==> config.mk <==
export PLATFORM = sky130hd
export DESIGN_NAME = secuenciador_isa
export DESIGN_NICKNAME = d
export VERILOG_FILES = /design/src/rtl/secuenciador_isa.sv
export SDC_FILE = /design/constraint.sdc
export NUM_CORES = 1
export LEC_CHECK = 0
export ABC_AREA = 0
export CORE_UTILIZATION = 55
export CTS_BUF_LIST = sky130_fd_sc_hd__clkbuf_4 sky130_fd_sc_hd__clkbuf_8 sky130_fd_sc_hd__clkbuf_16
export DETAILED_ROUTE_END_ITERATION = 10
export DONT_BUFFER_PORTS = 1
export GPL_ROUTABILITY_DRIVEN = 1
export PLACE_DENSITY_LB_ADDON = 0.2
export SLEW_MARGIN = 25
export SYNTH_ARGS = -nofsm -noshare
export SYNTH_HDL_FRONTEND = slang
export SYNTH_SLANG_ARGS = --single-unit
==> constraint.sdc <==
create_clock -name clk -period 3.69 [get_ports clk]
set_input_delay 0.1845 -clock clk [delete_from_list [all_inputs] [get_ports clk]]
set_output_delay 0.1845 -clock clk [all_outputs]
set_load 0.02 [all_outputs]
==> src/rtl/secuenciador_isa.sv <==
// -----------------------------------------------------------------------------
// secuenciador_isa
//
// Multi-cycle instruction sequencer for the register-bank / ALU / RAM datapath.
// It fetches 20-bit words from a synchronous instruction ROM and latches each
// one into IR. It then presents the decoded fields to the datapath on a fixed
// four-cycle schedule: BUSQUEDA, CARGA, EJECUTA, ESCRIBE. Bank and RAM write
// strobes can be high only during ESCRIBE.
//
// Ports
//   clk        : single clock, all state changes on the rising edge
//   rst        : synchronous, active-high reset
//   start      : begin execution at pc_inicio (only honoured while idle)
//   pc_inicio  : first instruction address, captured with start
//   instr_dir  : instruction ROM address (always the program counter)
//   instr_lee  : ROM read enable, high only in BUSQUEDA
//   instr_dato : ROM data, valid the cycle after instr_lee
//   dl1, dl2   : bank read addresses, IR[19:15] and IR[14:10]
//   we_banco   : bank write strobe, IR[9] during ESCRIBE
//   aluop      : ALU operation, IR[8:6]
//   dir_ram    : RAM address, IR[5:1]
//   we_ram     : RAM write strobe, IR[0] during ESCRIBE
//   ocupado    : high whenever the sequencer is not idle
//   fin        : one-cycle pulse in the first idle cycle after a run ends
//   contador   : instructions executed since the last accepted start
// -----------------------------------------------------------------------------
module secuenciador_isa #(
  parameter int PC_W  = 5,
  parameter int CNT_W = 16
) (
  input  logic             clk,
  input  logic             rst,
  input  logic             start,
  input  logic [PC_W-1:0]  pc_inicio,
  output logic [PC_W-1:0]  instr_dir,
  output logic             instr_lee,
  input  logic [19:0]      instr_dato,
  output logic [4:0]       dl1,
  output logic [4:0]       dl2,
  output logic             we_banco,
  output logic [2:0]       aluop,
  output logic [4:0]       dir_ram,
  output logic             we_ram,
  output logic             ocupado,
  output logic             fin,
  output logic [CNT_W-1:0] contador
);

  typedef enum logic [2:0] {
    REPOSO   = 3'd0,
    BUSQUEDA = 3'd1,
    CARGA    = 3'd2,
    EJECUTA  = 3'd3,
    ESCRIBE  = 3'd4
  } estado_t;

  localparam logic [19:0]      HALT    = 20'hFFFFF;
  localparam logic [PC_W-1:0]  PC_MAX  = '1;
  localparam logic [CNT_W-1:0] CNT_MAX = '1;

  estado_t          r_estado;
  estado_t          w_estado_sig;
  logic [PC_W-1:0]  r_pc;
  logic [19:0]      r_ir;
  logic [CNT_W-1:0] r_contador;
  logic             r_fin;

  logic             w_halt;
  logic             w_ultima;

  // The ROM word only matters in CARGA, which is the cycle after the read.
  assign w_halt   = (instr_dato == HALT);
  // The last ROM address ends the run. Execution never wraps back to 0.
  assign w_ultima = (r_pc == PC_MAX);

  // ---------------------------------------------------------------------------
  // State register
  // ---------------------------------------------------------------------------
  // NOTE: sequential state is updated with non-blocking assignments, so every
  // flop samples the values from before the edge regardless of statement order.
  always_ff @(posedge clk) begin
    if (rst) begin
      r_estado <= REPOSO;
    end else begin
      r_estado <= w_estado_sig;
    end
  end

  // ---------------------------------------------------------------------------
  // Next-state logic
  // ---------------------------------------------------------------------------
  always_comb begin
    // NOTE: the default assignment before the case keeps this purely
    // combinational; without it, any path that skips an assignment infers a
    // latch.
    w_estado_sig = r_estado;
    case (r_estado)
      REPOSO:   if (start) w_estado_sig = BUSQUEDA;
      BUSQUEDA: w_estado_sig = CARGA;
      CARGA:    w_estado_sig = w_halt ? REPOSO : EJECUTA;
      EJECUTA:  w_estado_sig = ESCRIBE;
      ESCRIBE:  w_estado_sig = w_ultima ? REPOSO : BUSQUEDA;
      default:  w_estado_sig = REPOSO;
    endcase
  end

  // ---------------------------------------------------------------------------
  // Program counter, instruction register, counter and end-of-run flag
  // ---------------------------------------------------------------------------
  always_ff @(posedge clk) begin
    if (rst) begin
      r_pc       <= '0;
      r_ir       <= '0;
      r_contador <= '0;
      r_fin      <= 1'b0;
    end else begin
      r_fin <= 1'b0;
      case (r_estado)
        REPOSO: begin
          if (start) begin
            r_pc       <= pc_inicio;
            r_contador <= '0;
          end
        end
        CARGA: begin
          // A HALT word is not loaded, so the previous instruction stays
          // visible on the field outputs.
          if (w_halt) r_fin <= 1'b1;
          else        r_ir  <= instr_dato;
        end
        ESCRIBE: begin
          if (r_contador != CNT_MAX) r_contador <= r_contador + CNT_W'(1);
          if (w_ultima) r_fin <= 1'b1;
          else          r_pc  <= r_pc + PC_W'(1);
        end
        default: ;
      endcase
    end
  end

  // ---------------------------------------------------------------------------
  // State-decoded outputs
  // ---------------------------------------------------------------------------
  always_comb begin
    instr_lee = 1'b0;
    we_banco  = 1'b0;
    we_ram    = 1'b0;
    case (r_estado)
      BUSQUEDA: instr_lee = 1'b1;
      ESCRIBE: begin
        we_banco = r_ir[9];
        we_ram   = r_ir[0];
      end
      default: ;
    endcase
  end

  assign ocupado   = (r_estado != REPOSO);
  assign fin       = r_fin;
  assign contador  = r_contador;
  assign instr_dir = r_pc;

  // The fields come straight from IR. They are stable from EJECUTA onward and
  // hold while idle.
  assign dl1     = r_ir[19:15];
  assign dl2     = r_ir[14:10];
  assign aluop   = r_ir[8:6];
  assign dir_ram = r_ir[5:1];

endmodule

# Yosys cells after proc, flatten, opt, wreduce, memory -nomap -nowiden
# Index checks and enable logic that the tools add are counted.
# W data, S select, Z words.
# totals
register_bits,45
input_bits,28
wordCells,40
# classes
addsub,2
eq_ne,10
n_mux,16
bitwise_logic,1
reduce_logical,6
# ops
operator,n
$mux W16,2
$pmux W16 S2,1
$eq A20 B20 Y1 const B,1
$add A16 B1 Y16 const B,1
$ne A16 B16 Y1 const B,1
$pmux W3 S5,1
$mux W5,2
$pmux W5 S2,1
$eq A3 B2 Y1 const B,2
$mux W1,6
$ne A2 B2 Y1 const B,3
$reduce_and A3 Y1,2
$add A5 B1 Y5 const B,1
$eq A5 B5 Y1 const B,1
$eq A3 B1 Y1 const B,1
$eq A3 B3 Y1 const B,1
$logic_not A3 Y1,1
$mux W3,1
$reduce_bool A3 Y1,1
$mux W2,1
$pmux W1 S2,1
$reduce_and A2 Y1,1
$reduce_bool A2 Y1,1
$not A1 Y1,1

# Logic depth before layout (Yosys ltp)
# Gate-level depths: netlist of run 1.
# logic_depth
depth_word,3
mapped_depth,7
ltp_nobuf,7

# Worst setup path after synthesis of run 1
# Ideal clock, no wire load.
# synth_timing
path_type,register to register
start,"register r_contador[0], in the netlist contador[0]"
end,"register r_contador[13], in the netlist contador[13]"
setup_time_ns,0.088
arrival_ns,1.735
required_time_ns,3.602
path_slack_ns,1.867
path_stages_with_launch,7
period_less_slack_ns,1.823
cell_sequence,dfxtp_1 > ha_1 > nand3_1 > nor4_4 > a21oi_2 > buf_6 > a311oi_2
# synth_via
elab_chain_cells,3
# synth_rtl
item,line_no,rtl
"start, declared",65,logic [CNT_W-1:0] r_contador;
"start signal, assigned",132,if (r_contador != CNT_MAX) r_contador <= r_contador + CNT_W'(1);
$add A16 B1 Y16 / $ne A16 B16 Y1 (equally long branches),132,
$mux W16 / $ne A2 B2 Y1 (equally long branches),--,
$pmux W16 S2 / $reduce_and A3 Y1 (equally long branches),--,
# Parallel ways exist; a longest one is shown, timed or not. The select of a mux whose other input is x is not followed.
# A chain may end at the register's enable or synchronous reset.

# Final worst setup path of run 1
# layout_timing
start,"register r_contador[0], in the netlist contador[0]"
end,"register r_contador[0], in the netlist contador[0]"
# Same word-level chain as after synthesis.

==> run summary, run 1 <==
status - completed
dominant cell type by area after synthesis - dfxtp_1
Post-synth top cells - dfxtp_1 (45), nand2b_1 (44), mux2i_1 (21)
HP Class - input port to flip-flop
CTS Buffer Depth - 2
Final Util - 56.8%
number of synthesized flops with an enable pin - 0
CP max FO - 15
core area - 4350 sq um
Syn Nets - 315
Tcrit/Tclk final - 62.2%
Initial Util - 57.6%
layout cell share with drive strength beyond 1 - 8.11%
Port-buffer cells - 0
HPWL Detailed - 3.34 mm
switch share - 26.3%
Post-Route Setup TNS - 0 ns
Die Wd - 69.5 um
Fin Hold WS - 0.0367 ns
Vias - 1930
Post-DRT Antenna Nets - 0
number of global-route vias before repair - 1855
Synth area leaders - dfxtp_1 (36%), nand2b_1 (11%), mux2i_1 (8.4%), buf_4 (6.0%), nand2_1 (2.7%)
slew margin rel. - 40.9%
pwr/cell area - 385 nW/um^2
Worst EP arrival - 2.49 ns
Distinct cells, synth - 48
cell area after placement - 2370 sq um
post-route worst setup slack - 1.40 ns
n_diodes - 0
Logic pwr share - 9.4%
drt via density - 6.21
share of the synthesized area in the top cell type - 35.9%
die area - 4830 sq um
clock root cell - clkbuf_8
Top FF cell, synth - dfxtp_1
DP Worst Slack - 1.42 ns
Final Hold Fails - 0
sequential share of the synthesized area - 35.9%
crit path to - contador[0]$_SDFFE_PP0P_
CTS Buf Count - 5
WL final - 5.04 mm
FF-to-FF Start - contador[0]$_SDFFE_PP0P_
Reg2Reg Depth - 5
Final Cell Area - 2470 sq um
H-tree Lvls - 2
crit path capture type - flip-flop
cell count after synthesis - 284
launching element type of the critical path - flip-flop
Final nets - 290
worst r2r dst - contador[0]$_SDFFE_PP0P_
num rows - 24
Ports - 72
clk sinks - 45
Area growth, synth to finish - -1.35%
Synth Warn # - 0
total of max-cap violations - 0
critical path class - flip-flop to flip-flop
Syn Area/Cell - 8.82 sq um
Synth Cell Area - 2510 sq um
register-to-register setup slack - 1.40 ns
CTS tree - yes
Final GP Congestion - 0.781
Least-Margin Pin Slew - 0.883 ns
# setup viols final - 0
Starting DRT DRC Count - 77
clk_lat worst skew - 0.30 ns
FF+latch count, synth - 45
Internal - 702 uW
most frequent cell after synthesis - dfxtp_1
RSZ-0062 raised after global routing - false
clock network power share - 33.5%
post-cts sizing count - 0
hold_buf cts - 1
grt total ovfl - 0
Max VDD drop - 0.000212 V
drt drc - 0
largest net degree at the start of global routing - 54
first-pass GRT wire length - 8.76 mm
Worst-path clk slew - 0.08 ns
ys async rst share - 0%
Critical Path Source - contador[0]$_SDFFE_PP0P_
wire per inst - 16.2 um
Pins Over Slew Limit - 0
sequential share of power - 57.1%
Vert. Die Dim - 69.5 um
initial antenna violation count - 0
router iterations before antenna repair - 4
Req. time, crit path - 3.89 ns
final worst path period need - 2.29 ns
Lkg Pwr - 0.824 nW
Psw - 250 uW
skew final - 0.00813 ns
Max Fclk - 436 MHz
Post-CTS Setup Repair Bufs - 0
Total GRT Usage - 22.4%
HP Start - instr_dato[14]
-- cell families (layout without fill, tap and decap cells) --
logic type,count (synthesis),after routing,synth area share (%)
XOR/XNOR,1,1,0.350
AND/OR/NAND/NOR,126,126,29.1
adder cells (fa/ha/maj),3,3,1.50
AO/OA/AOI/OAI,50,50,15.3
flip-flops,45,45,35.9
multiplexers,22,22,8.84
buffers and inverters,37,12,8.99
-- through the flow --
step / power [mW] / cells
6_report: 0.952 / 311
5_1_grt: 0.995 / 311
4_1_cts: 0.967 / 311
3_5_place_dp: 0.641 / 303
3_3_place_gp: 0.638 / 303
2_1_floorplan: 0.651 / 284
-- worst max-delay path: stages, from the launching register on --
cell     delay, ns
dfxtp_1       0.44
ha_1          0.29
nand3_1       0.28
nor4_4        0.08
a21oi_2       0.68
mux2_2        0.41
-- per-layer routing --
metal  track usage (%)  vias to the layer above  routed length [um]  share of wire (%)
met5                 0                        -                   0                  0
met2              35.0                       67                2250                 45
li1                  -                      944                   -                  -
met1              28.4                      909                2340                 46
met3              6.69                       10                 362                7.2
met4              10.2                        0                  89                1.8
-- sequential cells by signal (all words and copies together) (netlist names) --
signal / flops
fin: 1
contador: 16
instr_dir: 5
r_ir: 20
r_estado: 3
-- worst min-delay path by stage --
stage / to / depth (start not counted)
finish: r_ir[14]$_SDFFE_PP0P_ / 2
detailed placement: contador[11]$_SDFFE_PP0P_ / 1
CTS: r_ir[14]$_SDFFE_PP0P_ / 2
global route: r_ir[15]$_SDFFE_PP0P_ / 2
floorplan: r_ir[10]$_SDFFE_PP0P_ / 2
global placement: contador[13]$_SDFFE_PP0P_ / 1
-- placed cells by master (no fill, tap or decap), types with 3 or more instances in the layout --
cell type and count:
o21a_1 5, nor2_1 16, a211oi_1 4, nand2b_1 44
nand2_1 18, ha_1 3, a31oi_1 4, a21oi_1 5
a311oi_1 7, clkbuf_8 6, and2_1 3, mux2i_1 21
nor3_1 10, dfxtp_1 45, nand3_1 8, a311oi_2 3
nand4_1 8, o21ai_0 9, nor2b_1 4
-- cell type report --
cell class                 count  area (sq um)
fill                         417          1880
sequential                    45           901
clock buffer                   7          90.1
inverter                       2          7.51
tap                           52          65.1
timing repair buffer           3          25.0
multi-input combinational    202          1380
-- power groups by stage --
stage | Clock, mW | Sequential (mW) | Combinational [mW]
5_1_grt | 0.347 | 0.547 | 0.100
6_report | 0.319 | 0.544 | 0.0891
3_3_place_gp | 0 | 0.555 | 0.0832
2_1_floorplan | 0 | 0.532 | 0.119
3_5_place_dp | 0 | 0.556 | 0.0848
4_1_cts | 0.333 | 0.544 | 0.0900
No activity file was read; power rests on OpenSTA's default activity.
==> inputs of run 2 (changes only) <==
ABC_AREA = 1   (was 0)
clock period = 2 ns   (was 3.69 ns; I/O delays follow)
==> run 2 against run 1 <==
Flip-flop and latch count stayed put. Critical path type unchanged. Non-clock buffer count up 32. Maximum frequency rose by 37%.
==> run summary, run 2 <==
WL final - 5.41 mm
Final Util - 65.8%
max reg flops - 20
critical path class - flip-flop to flip-flop
Ports - 72
Post-Route Setup TNS - 0 ns
area of the multi-input gates - 1220 sq um
share of the synthesized area in the top cell type - 37.6%
drt drc - 0
HP Class - input port to flip-flop
drt via density - 5.33
largest net degree at the start of global routing - 21
FF+latch count, synth - 45
die area - 4620 sq um
layout cell share with drive strength beyond 1 - 12.4%
H-tree Lvls - 2
Vert. Die Dim - 68.0 um
Syn Area/Cell - 6.76 sq um
CTS Buf Count - 5
post-cts sizing count - 0
clock root cell - clkbuf_8
Biggest register - r_ir
leading cell type in the layout, fill and taps excluded - nor2_1
cell count after synthesis - 354
Port-buffer cells - 0
launching element type of the critical path - flip-flop
router iterations before antenna repair - 4
ys async rst share - 0%
Post-DRT Antenna Nets - 0
clk sinks - 45
Die Wd - 68.0 um
WL met1 - 2.45 mm
Lkg Pwr - 1.08 nW
Reg area - 901 sq um
Post-synth top cells - nor2_1 (79), nand2_1 (74), dfxtp_1 (45)
Post-CTS Setup Repair Bufs - 0
WL met3 - 343 um
Final nets - 400
Req. time, crit path - 2.24 ns
Synth Warn # - 0
dominant cell type by area after synthesis - dfxtp_1
crit path capture type - flip-flop
Final Cell Area - 2690 sq um
skew final - 0.00658 ns
most frequent cell after synthesis - nor2_1
Max VDD drop - 0.000498 V
Final GP Congestion - 0.896
Initial Util - 58.6%
# setup viols final - 0
first-pass GRT wire length - 8.67 mm
cell area after placement - 2390 sq um
Area growth, synth to finish - 12.4%
CTS Buffer Depth - 2
initial antenna violation count - 0
number of global-route vias before repair - 2012
Top FF cell, synth - dfxtp_1
Starting DRT DRC Count - 125
core area - 4090 sq um
Synth Cell Area - 2390 sq um
CP max FO - 10
most frequent cells in the layout - nor2_1 (79), nand2_1 (74), dfxtp_1 (45)
Worst-path clk slew - 0.09 ns
Tcrit/Tclk final - 83.8%
grt total ovfl - 0
slew margin rel. - 71.1%
n_diodes - 0
routed wl met2 - 2.53 mm
CTS tree - yes
pwr/cell area - 740 nW/um^2
total power - 1.99 mW
HPWL Detailed - 3.80 mm
wire per inst - 12.9 um
Syn Nets - 385
Filler cells - 395
sequential share of the synthesized area - 37.6%
Distinct cells, synth - 31
status - completed
final worst path period need - 1.68 ns
Max Fclk - 597 MHz
clk_lat worst skew - 0.30 ns
RSZ-0062 raised after global routing - false
Worst EP arrival - 1.92 ns
Final Hold Fails - 0
Pins Over Slew Limit - 0
Highest Signal Layer - met4
number of synthesized flops with an enable pin - 0
num rows - 23
Total GRT Usage - 25.0%
Least-Margin Pin Slew - 0.433 ns
total of max-cap violations - 0
Synth area leaders - dfxtp_1 (38%), nor2_1 (12%), nand2_1 (12%), o21ai_0 (5.9%), buf_4 (5.6%)
Vias - 2238
-- run 2: cell count changes in the layout (fill, tap and decap cells not counted), sizes merged, moves of 9 or more --
| cell | delta |
|---|---|
| nor2 | +69 |
| nand2 | +63 |
| nand2b | -44 |
| inv | +23 |
| mux2i | -21 |
| o21ai | +21 |
| dlygate4sd3 | +20 |
| buf | +12 |
| nand3 | +11 |
| a311oi | -10 |
| a21oi | +9 |
-- run 2: final timing paths --
check	to	slack, ns	cells after the start	start
worst max-delay path	contador[15]$_SDFFE_PP0P_	0.32	10	contador[2]$_SDFFE_PP0P_
worst min-delay path	instr_dir[2]$_SDFFE_PP0P_	0.01	2	pc_inicio[2]
worst max register to register	contador[15]$_SDFFE_PP0P_	0.32	10	contador[2]$_SDFFE_PP0P_
worst min register to register	r_ir[0]$_SDFFE_PP0P_	0.49	2	r_ir[0]$_SDFFE_PP0P_
-- run 2: repair_timing --
action	in CTS	in global routing
setup endpoints to repair	0	0
hold buffers	21	0
hold endpoints to repair	29	0
-- run 2: worst max-delay path, stage by stage, from the launching register on --
cell and delay [ns]:
dfxtp_1 0.54, nand2_1 0.20, nor2_4 0.17, nand2_1 0.12
nor2_4 0.13, nand2_4 0.09, nand2_8 0.11, nand2_4 0.07
inv_2 0.08, nand2_1 0.05, nand2_1 0.07
-- run 2: layer usage --
metal  global-route usage, %  up-vias
met4                    9.38        0
met3                    6.50        6
li1                        -     1147
met1                    29.9     1019
met5                       0        -
met2                    42.4       66
-- run 2: per-stage QoR --
stage               worst slack [ns]  hold WS [ns]  std cells
finish                         0.324        0.0134        420
floorplan                      0.385         0.264        354
global placement               0.413         0.172        391
detailed placement             0.347         0.174        391
CTS                            0.321       0.00805        420
global route                   0.170        0.0353        420
-- run 2: where the power goes --
part | internal [mW] | switching (mW)
clock | 0.260 | 0.320
combinational | 0.133 | 0.209
sequential | 0.958 | 0.110
total | 1.35 | 0.638
-- run 2: kinds of logic (layout without fill, tap and decap cells) --
family	Yosys count	after routing	share of synthesized area [%]
and+or+nand+nor	201	201	37.5
adders and majority gates	3	3	1.57
AOI/OAI and AO/OA	49	49	10.7
buffers and inverters	53	69	11.4
xor gates and xnor gates	3	3	1.10
DFF	45	45	37.6
-- run 2: cell type report --
class | count | area share [%]
Multi-Input combinational cell | 256 | 45.3
Clock inverter | 2 | 0.558
Tap cell | 50 | 2.33
Inverter | 26 | 3.77
Clock buffer | 6 | 2.84
Sequential cell | 45 | 33.5
Timing Repair Buffer | 35 | 11.7
==> inputs of run 3 (changes only) <==
clock period = 1.74 ns   (was 2 ns; I/O delays follow)
==> run 3 against run 2 <==
Power is 25% higher. Setup slack worse by 0.18 ns. Global-route usage is 1.5 points higher. Utilization is 2.9 points higher. Non-clock buffer count is 11 higher. Count of clock-buffer cells in the layout stayed put. Clock skew is 0.0020 ns higher.
==> run summary, run 3 (synthesis results as in run 2) <==
status - completed
H-tree Lvls - 2
Reg2Reg Depth - 11
Max VDD drop - 0.000678 V
clk sinks - 45
num rows - 23
# setup viols final - 0
most frequent cells in the layout - nor2_1 (78), nand2_1 (74), dfxtp_1 (45)
pwr/cell area - 887 nW/um^2
crit path to - contador[15]$_SDFFE_PP0P_
HP Class - input port to flip-flop
Post-DRT Antenna Nets - 0
total power - 2.49 mW
RSZ-0062 raised after global routing - false
critical path class - flip-flop to flip-flop
Worst-path clk slew - 0.09 ns
CTS Buffer Depth - 2
Highest Signal Layer - met4
wire per inst - 13.1 um
Biggest register - r_ir
WL final - 5.66 mm
drt drc - 0
Starting DRT DRC Count - 112
routed wl met2 - 2.74 mm
Final nets - 411
Least-Margin Pin Slew - 0.507 ns
grt total ovfl - 0
register-to-register setup slack - 0.14 ns
layout cell share with drive strength beyond 1 - 15.0%
slew margin rel. - 66.1%
Final Cell Area - 2810 sq um
Ports - 72
Post-Route Setup TNS - 0 ns
drt via density - 5.33
CP max FO - 10
max reg flops - 20
first-pass GRT wire length - 9.24 mm
Filler cells - 374
Worst EP arrival - 1.84 ns
Post-CTS Setup Repair Bufs - 0
largest net degree at the start of global routing - 21
clock root cell - clkbuf_8
clk_lat worst skew - 0.30 ns
Max Fclk - 626 MHz
Vias - 2298
Area growth, synth to finish - 17.4%
skew final - 0.00862 ns
total of max-cap violations - 0
Req. time, crit path - 1.98 ns
Reg area - 901 sq um
Final Hold Fails - 0
Initial Util - 58.6%
Critical Path Source - contador[0]$_SDFFE_PP0P_
HPWL Detailed - 3.92 mm
Pins Over Slew Limit - 0
crit path capture type - flip-flop
Port-buffer cells - 0
CTS Buf Count - 5
router iterations before antenna repair - 5
FF-to-FF Start - contador[0]$_SDFFE_PP0P_
launching element type of the critical path - flip-flop
number of global-route vias before repair - 2128
Total GRT Usage - 26.5%
Vert. Die Dim - 68.0 um
final worst path period need - 1.60 ns
CTS tree - yes
Die Wd - 68.0 um
Tcrit/Tclk final - 91.7%
WL met1 - 2.46 mm
n_diodes - 0
WL met3 - 400 um
Lkg Pwr - 1.16 nW
initial antenna violation count - 0
Final GP Congestion - 0.880
leading cell type in the layout, fill and taps excluded - nor2_1
worst r2r dst - contador[15]$_SDFFE_PP0P_
core area - 4090 sq um
area of the multi-input gates - 1220 sq um
cell area after placement - 2460 sq um
die area - 4620 sq um
-- run 3: per-stage QoR --
step                      hold slack [ns]  instances  setup WS [ns]  util, %
after floorplan                     0.251        354          0.125        -
after global placement              0.159        401          0.224     60.3
after detailed placement            0.161        401          0.178     60.3
after CTS                         0.00853        431          0.160     68.7
after global routing               0.0203        431         0.0112     68.8
final                             0.00505        431          0.144     68.8
-- run 3: report_power, final --
| part | internal, mW | switching, mW |
|---|---|---|
| logic | 0.169 | 0.269 |
| registers | 1.10 | 0.102 |
| clock network | 0.477 | 0.376 |
| total | 1.75 | 0.746 |
-- run 3: timing repair --
action,in CTS,in global routing
endpoints found under the hold margin,30,0
endpoints found under the setup margin,0,1
resized for setup,0,1
hold buffers,22,0
-- run 3: final cells by class --
cell class	count	area share [%]
clock buffer	6	2.94
clock inverter	2	1.47
inverter	26	3.61
multi-input combinational	256	43.5
sequential	45	32.1
tap	50	2.23
timing repair buffer	46	14.2
-- run 3: critical path: stages (launching register included) --
cell     delay [ns]
dfxtp_1        0.34
ha_1           0.21
nand2_1        0.14
nor2_4         0.15
nand2_1        0.12
nor2_4         0.13
nand2_4        0.09
nand2_8        0.10
nand2_4        0.07
inv_2          0.08
nand2_1        0.04
nand2_1        0.06
-- run 3: worst min path at each step --
| stage | startpoint | end | slack, ns | cells past startpoint |
|---|---|---|---|---|
| 6_report | rst | fin$_SDFF_PP0_ | 0.005 | 3 |
| 3_3_place_gp | rst | contador[3]$_SDFFE_PP0P_ | 0.16 | 1 |
| 2_1_floorplan | instr_dato[0] | r_ir[0]$_SDFFE_PP0P_ | 0.25 | 2 |
| 5_1_grt | rst | fin$_SDFF_PP0_ | 0.02 | 3 |
| 3_5_place_dp | rst | contador[8]$_SDFFE_PP0P_ | 0.16 | 1 |
| 4_1_cts | rst | fin$_SDFF_PP0_ | 0.009 | 3 |
-- run 3: layer usage --
metal | up-vias | GRT usage, %
met4 | 0 | 11.2
met2 | 79 | 42.6
li1 | 1163 | -
met3 | 8 | 5.33
met1 | 1048 | 34.1
met5 | - | 0
